### src/rtl/smc_int_pkg.sv
// smc_int_pkg: shared lane widths, clamp limits and per-beat control type for the SMC integer datapath
package smc_int_pkg;
  localparam int LANES_DEFAULT = 32;
  localparam int NIB_W = 4;
  localparam int LANE_W = 8;
  localparam int EXT_W = 10;
  localparam logic signed [EXT_W-1:0] S4_MAX = 10'sd7;
  localparam logic signed [EXT_W-1:0] S4_MIN = -10'sd8;
  localparam logic signed [EXT_W-1:0] U4_MAX = 10'sd15;
  localparam logic [2:0] MAX_SHIFT = 3'd4;
  typedef struct packed {
    logic [2:0] shift;
    logic       sign_i;
    logic       sign_o;
  } ctrl_t;
endpackage

### src/rtl/narrow8to4_lane.sv
// narrow8to4_lane: one lane's extend/shift (front half) and nibble clamp (back half); NARROW_ROUND_EN adds round-half-up before the shift
module narrow8to4_lane
  import smc_int_pkg::*;
(
  input  logic [LANE_W-1:0] i_v,
  input  logic [2:0]        i_shift,
  input  logic              i_sign_i,
  output logic [EXT_W-1:0]  o_r,
  input  logic [EXT_W-1:0]  i_r,
  input  logic              i_sign_o,
  output logic [NIB_W-1:0]  o_nib,
  output logic              o_sat
);
  logic [2:0] w_sh;
  logic signed [EXT_W-1:0] w_ext, w_pre, w_r, w_clamp;
  assign w_sh = (i_shift > MAX_SHIFT) ? MAX_SHIFT : i_shift;
  assign w_ext = i_sign_i ? {{(EXT_W-LANE_W){i_v[LANE_W-1]}}, i_v} : {{(EXT_W-LANE_W){1'b0}}, i_v};
`ifdef NARROW_ROUND_EN
  // 10 bits leave headroom for +8 on 255, so the rounding add cannot wrap
  assign w_pre = (w_sh == 3'd0) ? w_ext : w_ext + (EXT_W'(1) << (w_sh - 3'd1));
`else
  assign w_pre = w_ext;
`endif
  assign o_r = w_pre >>> w_sh;
  assign w_r = i_r;
  assign w_clamp = i_sign_o ? ((w_r > S4_MAX) ? S4_MAX : (w_r < S4_MIN) ? S4_MIN : w_r)
                            : (w_r[EXT_W-1] ? '0 : (w_r > U4_MAX) ? U4_MAX : w_r);
  assign o_sat = (w_clamp != w_r);
  assign o_nib = w_clamp[NIB_W-1:0];
endmodule

### src/rtl/narrow8to4.sv
// narrow8to4: requantize packed 8-bit lanes to 4-bit nibbles through a two-stage valid/ready pipeline with a saturation event counter
module narrow8to4
  import smc_int_pkg::*;
#(
  parameter int LANES = LANES_DEFAULT,
  parameter int CNT_W = 16
) (
  input  logic                   clk,
  input  logic                   rst_n,
  input  logic                   in_valid,
  output logic                   in_ready,
  input  logic [LANES*NIB_W-1:0] in_lo,
  input  logic [LANES*NIB_W-1:0] in_hi,
  input  logic [2:0]             in_shift,
  input  logic                   in_sign_i,
  input  logic                   in_sign_o,
  output logic                   out_valid,
  input  logic                   out_ready,
  output logic [LANES*NIB_W-1:0] out_dst,
  output logic [LANES-1:0]       out_sat,
  input  logic                   clr_cnt,
  output logic [CNT_W-1:0]       sat_cnt
);
  ctrl_t w_ctrl;
  logic w_s2_load, w_s1_adv, w_in_fire;
  logic [LANES*EXT_W-1:0] w_r;
  logic [LANES*NIB_W-1:0] w_nib;
  logic [LANES-1:0] w_sat;
  logic r_s1_valid, r_s1_sign_o, r_s2_valid;
  logic [LANES*EXT_W-1:0] r_s1_r;
  logic [LANES*NIB_W-1:0] r_dst;
  logic [LANES-1:0] r_sat;
  logic [CNT_W-1:0] r_cnt;
  assign w_ctrl = '{shift: in_shift, sign_i: in_sign_i, sign_o: in_sign_o};
  assign w_s2_load = !r_s2_valid || out_ready;
  assign w_s1_adv = r_s1_valid && w_s2_load;
  assign in_ready = !r_s1_valid || w_s1_adv;
  assign w_in_fire = in_valid && in_ready;
  for (genvar i = 0; i < LANES; i++) begin : g_lane
    narrow8to4_lane u_lane (
      .i_v      ({in_hi[NIB_W*i+:NIB_W], in_lo[NIB_W*i+:NIB_W]}),
      .i_shift  (w_ctrl.shift),
      .i_sign_i (w_ctrl.sign_i),
      .o_r      (w_r[EXT_W*i+:EXT_W]),
      .i_r      (r_s1_r[EXT_W*i+:EXT_W]),
      .i_sign_o (r_s1_sign_o),
      .o_nib    (w_nib[NIB_W*i+:NIB_W]),
      .o_sat    (w_sat[i])
    );
  end
  // stage 1: capture shifted lane values and the output-sign flag that travels with the beat
  always_ff @(posedge clk or negedge rst_n) begin
    if (!rst_n) begin
      r_s1_valid <= 1'b0;
      r_s1_sign_o <= 1'b0;
      r_s1_r <= '0;
    end else begin
      if (in_ready) r_s1_valid <= in_valid;
      if (w_in_fire) begin
        r_s1_sign_o <= w_ctrl.sign_o;
        r_s1_r <= w_r;
      end
    end
  end
  // stage 2: capture clamped nibbles and flags; held steady while downstream stalls
  always_ff @(posedge clk or negedge rst_n) begin
    if (!rst_n) begin
      r_s2_valid <= 1'b0;
      r_dst <= '0;
      r_sat <= '0;
    end else begin
      if (w_s2_load) r_s2_valid <= r_s1_valid;
      if (w_s1_adv) begin
        r_dst <= w_nib;
        r_sat <= w_sat;
      end
    end
  end
  // count delivered beats with any clamp, sticking at all-ones; clear wins over increment
  always_ff @(posedge clk or negedge rst_n) begin
    if (!rst_n) r_cnt <= '0;
    else if (clr_cnt) r_cnt <= '0;
    else if (r_s2_valid && out_ready && |r_sat && r_cnt != '1) r_cnt <= r_cnt + 1'b1;
  end
  assign out_valid = r_s2_valid;
  assign out_dst = r_dst;
  assign out_sat = r_sat;
  assign sat_cnt = r_cnt;
endmodule

### config.mk
export PLATFORM = sky130hd
export DESIGN_NAME = narrow8to4
export DESIGN_NICKNAME = d
export VERILOG_FILES = /design/src/rtl/smc_int_pkg.sv /design/src/rtl/narrow8to4_lane.sv /design/src/rtl/narrow8to4.sv
export SDC_FILE = /design/constraint.sdc
export NUM_CORES = 1
export LEC_CHECK = 0
export ABC_AREA = 0
export BUFFER_PORTS_ARGS = -buffer_cell sky130_fd_sc_hd__buf_2
export CELL_PAD_IN_SITES_DETAIL_PLACEMENT = 1
export CELL_PAD_IN_SITES_GLOBAL_PLACEMENT = 1
export CORE_UTILIZATION = 47
export DETAILED_ROUTE_END_ITERATION = 8
export PLACE_DENSITY_LB_ADDON = 0.12
export SLEW_MARGIN = 5
export SYNTH_ARGS = -nofsm -noshare
export SYNTH_HDL_FRONTEND = slang
export SYNTH_SLANG_ARGS = --single-unit
### constraint.sdc
create_clock -name clk -period 3.95 [get_ports clk]
set_input_delay 0.79 -clock clk [delete_from_list [all_inputs] [get_ports clk]]
set_output_delay 0.79 -clock clk [all_outputs]
set_load 0.005 [all_outputs]
-- Word level (Yosys, flattened, before mapping)
Cells that the tools add are included.
- reductions and logical operators: 11
- magnitude comparators: 97
- add/sub/neg operators: 1
- shift operators: 32
- equal/unequal tests: 33
- muxes and demuxes: 195
- operators by type and width (kind ; number):
    $mux 10 ; 160
    $gt 10x4->1 const B ; 32
    $gt 10x5->1 const B ; 32
    $lt 10x4->1 const B ; 32
    $ne 10x10->1 ; 32
    $sshr 10x3->10 ; 32
    $mux 9 ; 32
    $mux 16 ; 2
    $reduce_or 32->1 ; 1
    $add 16x1->16 const B ; 1
    $ne 16x16->1 const B ; 1
    $logic_and 1x1->1 ; 5
    $gt 3x3->1 const B ; 1
    $mux 3 ; 1
    $logic_not 1->1 ; 2
    $logic_or 1x1->1 ; 2
    $reduce_bool 2->1 ; 1
- output and inout port bits: 178
- logic and storage cells: 376
- register bits after elaboration: 499
- input bits: 266

-- Depth between registers and ports, before layout
- depth in word-level cells: 5
- mapped depth: 9
- gate-level depth less buffers: 8

-- Cells and area by module
From an unflattened synthesis, not the netlist that was laid out.
- cell total of the unflattened synthesis: 3112
- area total of the unflattened synthesis: 32885.3 um^2
- by module, submodules not included (module ; sequential area each (um^2) ; cells an instance ; area each (um^2) ; times used):
    narrow8to4 ; 12487.0 ; 1128 ; 18831.8 ; 1
    narrow8to4_lane ; 0.0 ; 62 ; 439.2 ; 32

-- Worst setup path before layout
Ideal clock, no wire load.
- kind: register -> register
- start point: reg r_s1_r[169]
- end point: reg r_sat[16] (netlist: out_sat[16])
- clock period less this slack: 2636 ps
- path slack: 1314 ps
- arrival: 2510 ps
- cell stages (with the launch flop): 9
- setup time: 126 ps
- path buffers: 1
- required time: 3824 ps
- cell sequence: dfrtp_1 > clkbuf_1 > clkinv_1 > or3_1 > ha_1 > nand2b_1 > a2111oi_0 > o221ai_1 > o32a_1
- longest elaborated chain between the ends: 5
- elaborated cells on any way between the ends: 9
- classes of those cells: 3 x order compare; 1 x eq/ne; 5 x mux
- RTL lines (element ; RTL line ; RTL):
    start, declared ; narrow8to4.sv:30 ; logic [LANES*EXT_W-1:0] r_s1_r;
    start signal, assigned ; narrow8to4.sv:61 ; r_s1_r <= w_r;
    $gt 10x5->1 or $lt 10x4->1 (tied branches) ; narrow8to4_lane.sv:27, narrow8to4_lane.sv:26 ;
    $mux 9 or $mux 10 (tied branches) ; narrow8to4_lane.sv:27, narrow8to4_lane.sv:26 ;
    $mux 10, on equally long branches ; narrow8to4_lane.sv:27, narrow8to4_lane.sv:26 ;
    $mux 10 ; narrow8to4_lane.sv:26 ; assign w_clamp = i_sign_o ? ((w_r > S4_MAX) ? S4_MAX : (w_r < S4_MIN) ? S4_MIN : w_r)
    $ne 10x10->1 (*) ; narrow8to4_lane.sv:28 ; assign o_sat = (w_clamp != w_r);
    end signal, assigned ; narrow8to4.sv:75 ; r_sat <= w_sat;
    end, declared ; narrow8to4.sv:32 ; logic [LANES-1:0] r_sat;
Every way passes the cells marked *; elsewhere a longest branch is shown, timed or not.
A chain may end at the register's enable or synchronous reset.

-- Worst setup path after layout
Ends and elaborated chain as after synthesis.

==> impl_summary.log <==
[metrics] overall power after layout: 16.5 mW
[metrics] I/O pin total: 444
[metrics] switching portion of total power: 37.1%
[metrics] # fillers: 7917
[metrics] P_int: 10.4 mW
[metrics] Clk network pwr share: 32.6%
[metrics] starting density of the core: 47.6%
[metrics] number of nets in the final layout: 4357
[metrics] CTS tree: built
[metrics] final worst path period need: 2.90 ns
[metrics] placed wire-length estimate: 94.7 mm
[metrics] worst IR drop on VDD: 0.388 mV
[metrics] via count of the first global-routing pass: 31200
[metrics] slack of the worst reg-to-reg path: 1.05 ns
[metrics] nature of the critical path startpoint: flip-flop
[metrics] number of hold-repair buffers added at the cts stage: 0
[metrics] die boundary width: 258 um
[metrics] proportion of layout cells with a drive suffix above 1: 16.6%
[metrics] first drt pass iteration count: 6
[metrics] number of max-cap violations: 0
[metrics] number of synthesized register bits: 467
[metrics] final number of hold-violating endpoints: 0
[metrics] Distinct cells, synth: 74
[metrics] CTS buffer count: 55
[metrics] count of synthesis-stage warnings from yosys: 0
[metrics] fin crit share: 73.4%
[metrics] post-CTS repair timing setup buffer count: 0
[metrics] relative slew slack: 20.2%
[metrics] number of input and output port buffers inserted: 443
[metrics] area of the core: 0.0646 sq mm
[metrics] wire length per cell: 26.4 um
[metrics] top library cells by usage in the layout, fill and taps aside: sky130_fd_sc_hd__nand2_1, sky130_fd_sc_hd__dfrtp_1, sky130_fd_sc_hd__buf_2
[metrics] sum of negative setup slack: 0 ns
[metrics] clock net sink count: 467
[metrics] initial DRC count: 3552
[metrics] data arrival time at the worst-slack endpoint: 3.41 ns
[metrics] cell area after technology mapping: 0.0308 sq mm
[metrics] Achievable Freq: 345 MHz
[metrics] global routing usage summed across all routing layers: 38.7%
[metrics] Sw Pwr: 6.13 mW
[metrics] number of antenna violations at the first check in global routing: 34
[metrics] Post-synth EDFFs: 0
[metrics] Die H: 258 um
[metrics] critical path class: flip-flop to flip-flop
[metrics] part of the Yosys area used for sequential elements: 38.0%
[metrics] global route total overflow: 0
[metrics] Critical Path, Cell by Cell: clkinv_1, or3_1, ha_1, nand2b_1, a2111oi_0, o221ai_1, o32a_1
[metrics] area of the die: 0.0665 sq mm
[metrics] proportion of synthesized flip-flops having asynchronous set or reset: 100%
[metrics] r2r endpoint: out_sat[16]
[metrics] Flop pwr share: 40.0%
[metrics] weighted congestion reported at the end of routability-driven placement: 0.989
[metrics] cells after synthesis: 3804
[metrics] Area Overhead vs Synth: 15.3%
[metrics] clock-pin transition on the worst setup and hold timing paths: 0.06 ns
[metrics] largest net degree at the start of global routing: 112
[metrics] Reg2Reg Launch Point: r_s1_r[169]
[metrics] worst clock skew on the final layout: 0.0364 ns
[metrics] commonest non-fill, non-tap cell in the layout: sky130_fd_sc_hd__nand2_1
[metrics] result of the run: finished clean
[metrics] final-report max-slew violation count: 0
[metrics] class of the tightest hold or removal check: primary input to async pin
[metrics] data required time of the worst path: 4.47 ns
[metrics] Critical Path Sink Type: flip-flop
[metrics] Routed Antenna Nets: 0
[metrics] H-tree level count: 2
[metrics] largest incremental delay on the critical path: 0.50 ns
[metrics] Post-CTS Resized: 0
[metrics] routed vias: 32800
[metrics] Max Fanout on Critical Path: 9
[metrics] setup repair after global routing missed its margin: false
[metrics] Comb pwr share: 27.4%
[metrics] wire length of the first global-routing pass: 198 mm
[metrics] Static Leakage: 14.9 nW
[metrics] cell count of the worst reg-to-reg path: 7
[metrics] row count: 93
[metrics] maximum count of clock buffers along a single path: 3
[metrics] clock insertion delay at the later pin of the skew report: 0.65 ns
[metrics] Worst Max-Slew Pin Slew: 1.19 ns
[metrics] setup-violating endpoint count in the final report: 0
[metrics] crit path max-delay cell type: sky130_fd_sc_hd__dfrtp_1
[metrics] average cell area after synthesis: 8.08 sq um
[metrics] Pwr Density: 466 mW/mm^2
[metrics] master cell of the clock root buffer: sky130_fd_sc_hd__clkbuf_16
[metrics] Avg Vias per Cell: 6.60
[metrics] Net Count, Synth: 4103
[metrics] remaining routing DRC violations: 0
[metrics] leading register cell type out of synthesis: sky130_fd_sc_hd__dfrtp_1
[metrics] total length of routed wires: 132 mm
stage by stage:
stage / area, sq um / instances / setup WS [ns] / hold WS, ns / utilization [%]
floorplan: 30800 / 3804 / 1.31 / 0.456 / -
CTS: 35400 / 4955 / 1.11 / 0.123 / 54.8
global route: 35500 / 4975 / 0.806 / 0.138 / 54.9
global placement: 33500 / 4856 / 0.925 / 0.448 / 51.9
finish: 35500 / 4976 / 1.05 / 0.109 / 54.9
detailed placement: 33500 / 4856 / 0.863 / 0.455 / 51.9
Yosys cell counts, types with 9 or more instances:
master,n,area share [%]
sky130_fd_sc_hd__o221ai_1,27,0.77
sky130_fd_sc_hd__and3_1,15,0.31
sky130_fd_sc_hd__nor2b_1,90,1.8
sky130_fd_sc_hd__mux2i_1,117,3.8
sky130_fd_sc_hd__or4_1,29,0.71
sky130_fd_sc_hd__dfrtp_1,467,38
sky130_fd_sc_hd__o31ai_1,42,1.0
sky130_fd_sc_hd__clkbuf_1,183,2.2
sky130_fd_sc_hd__a21oi_1,231,3.8
sky130_fd_sc_hd__o22ai_1,9,0.18
sky130_fd_sc_hd__a211oi_1,167,4.1
sky130_fd_sc_hd__buf_4,13,0.32
sky130_fd_sc_hd__a311oi_1,26,0.74
sky130_fd_sc_hd__mux2_2,13,0.48
sky130_fd_sc_hd__nand2b_1,25,0.51
sky130_fd_sc_hd__inv_1,106,1.3
sky130_fd_sc_hd__buf_1,40,0.49
sky130_fd_sc_hd__a31oi_1,108,2.2
sky130_fd_sc_hd__or3_1,40,0.81
sky130_fd_sc_hd__a22oi_1,67,1.6
sky130_fd_sc_hd__nand2_1,578,7.1
sky130_fd_sc_hd__mux4_2,17,1.2
sky130_fd_sc_hd__a2111oi_0,9,0.26
sky130_fd_sc_hd__nand4_1,13,0.26
sky130_fd_sc_hd__a22o_1,35,1.0
sky130_fd_sc_hd__nor3_1,33,0.54
sky130_fd_sc_hd__nor4_1,35,0.71
sky130_fd_sc_hd__nor2_1,274,3.3
sky130_fd_sc_hd__a311o_1,10,0.33
sky130_fd_sc_hd__clkinv_1,15,0.18
sky130_fd_sc_hd__o21ai_0,432,7.0
sky130_fd_sc_hd__a221oi_1,57,1.6
sky130_fd_sc_hd__ha_1,33,1.3
sky130_fd_sc_hd__o211ai_1,42,1.0
sky130_fd_sc_hd__nand3_1,155,2.5
sky130_fd_sc_hd__buf_2,81,1.3
sky130_fd_sc_hd__and4_1,33,0.94
sequential cells by signal, indices dropped and copies added (netlist names):
name	cells
r_s1_sign_o	1
r_s1_r	288
out_sat	32
out_valid	1
out_dst	128
r_s1_valid	1
sat_cnt	16
logic make-up after synthesis:
family | after synthesis | share of synthesized area, %
xor gates and xnor gates | 6 | 0.171
DFF | 467 | 38.0
adders and majority gates | 33 | 1.34
and+or+nand+nor | 1361 | 21.0
muxes | 147 | 5.53
AOI/OAI and AO/OA | 1347 | 28.1
buffers and inverters | 443 | 5.92
cell type report:
type | count | area [sq um] | share of cell area, %
Multi-Input combinational cell | 2894 | 17300 | 48.8
Sequential cell | 467 | 11700 | 33.0
Timing Repair Buffer | 515 | 3000 | 8.46
Clock buffer | 72 | 1540 | 4.34
Tap cell | 855 | 1070 | 3.02
Inverter | 125 | 474 | 1.34
Clock inverter | 27 | 330 | 0.932
Antenna cell | 21 | 52.6 | 0.148
routing by layer:
layer,vias up,part of all wire (%),wire [um],track usage (%)
met5,-,0.12,159,0
met4,24,2.4,3210,9.91
met3,203,11,14200,10.4
met2,1578,41,54400,54.0
met1,16400,45,59500,58.4
li1,14600,-,-,-
power groups by stage:
| stage | clock network [mW] | logic (mW) | registers [mW] |
|---|---|---|---|
| after floorplan | 0 | 2.75 | 6.22 |
| after global placement | 0 | 4.29 | 6.61 |
| after detailed placement | 0 | 4.42 | 6.64 |
| after CTS | 5.43 | 4.45 | 6.56 |
| after global routing | 5.60 | 4.96 | 6.70 |
| final | 5.40 | 4.53 | 6.61 |
how the worst max path moves through the flow:
stage | end | startpoint
CTS | out_sat[16] | r_s1_r[169]
detailed placement | r_s1_r[220] | in_shift[0]
global route | out_sat[16] | r_s1_r[169]
global placement | r_s1_r[101] | in_shift[2]
finish | out_sat[16] | r_s1_r[169]
floorplan | out_sat[16] | r_s1_r[169]
critical path: cells and delay by family, from the launching register on:
kind	cells	cell delay (ns)
compound gates	3	0.94
simple gates	2	0.64
flops	1	0.50
fa+ha+maj	1	0.38
buf+inv	1	0.33
No activity file was read; power rests on OpenSTA's default activity.
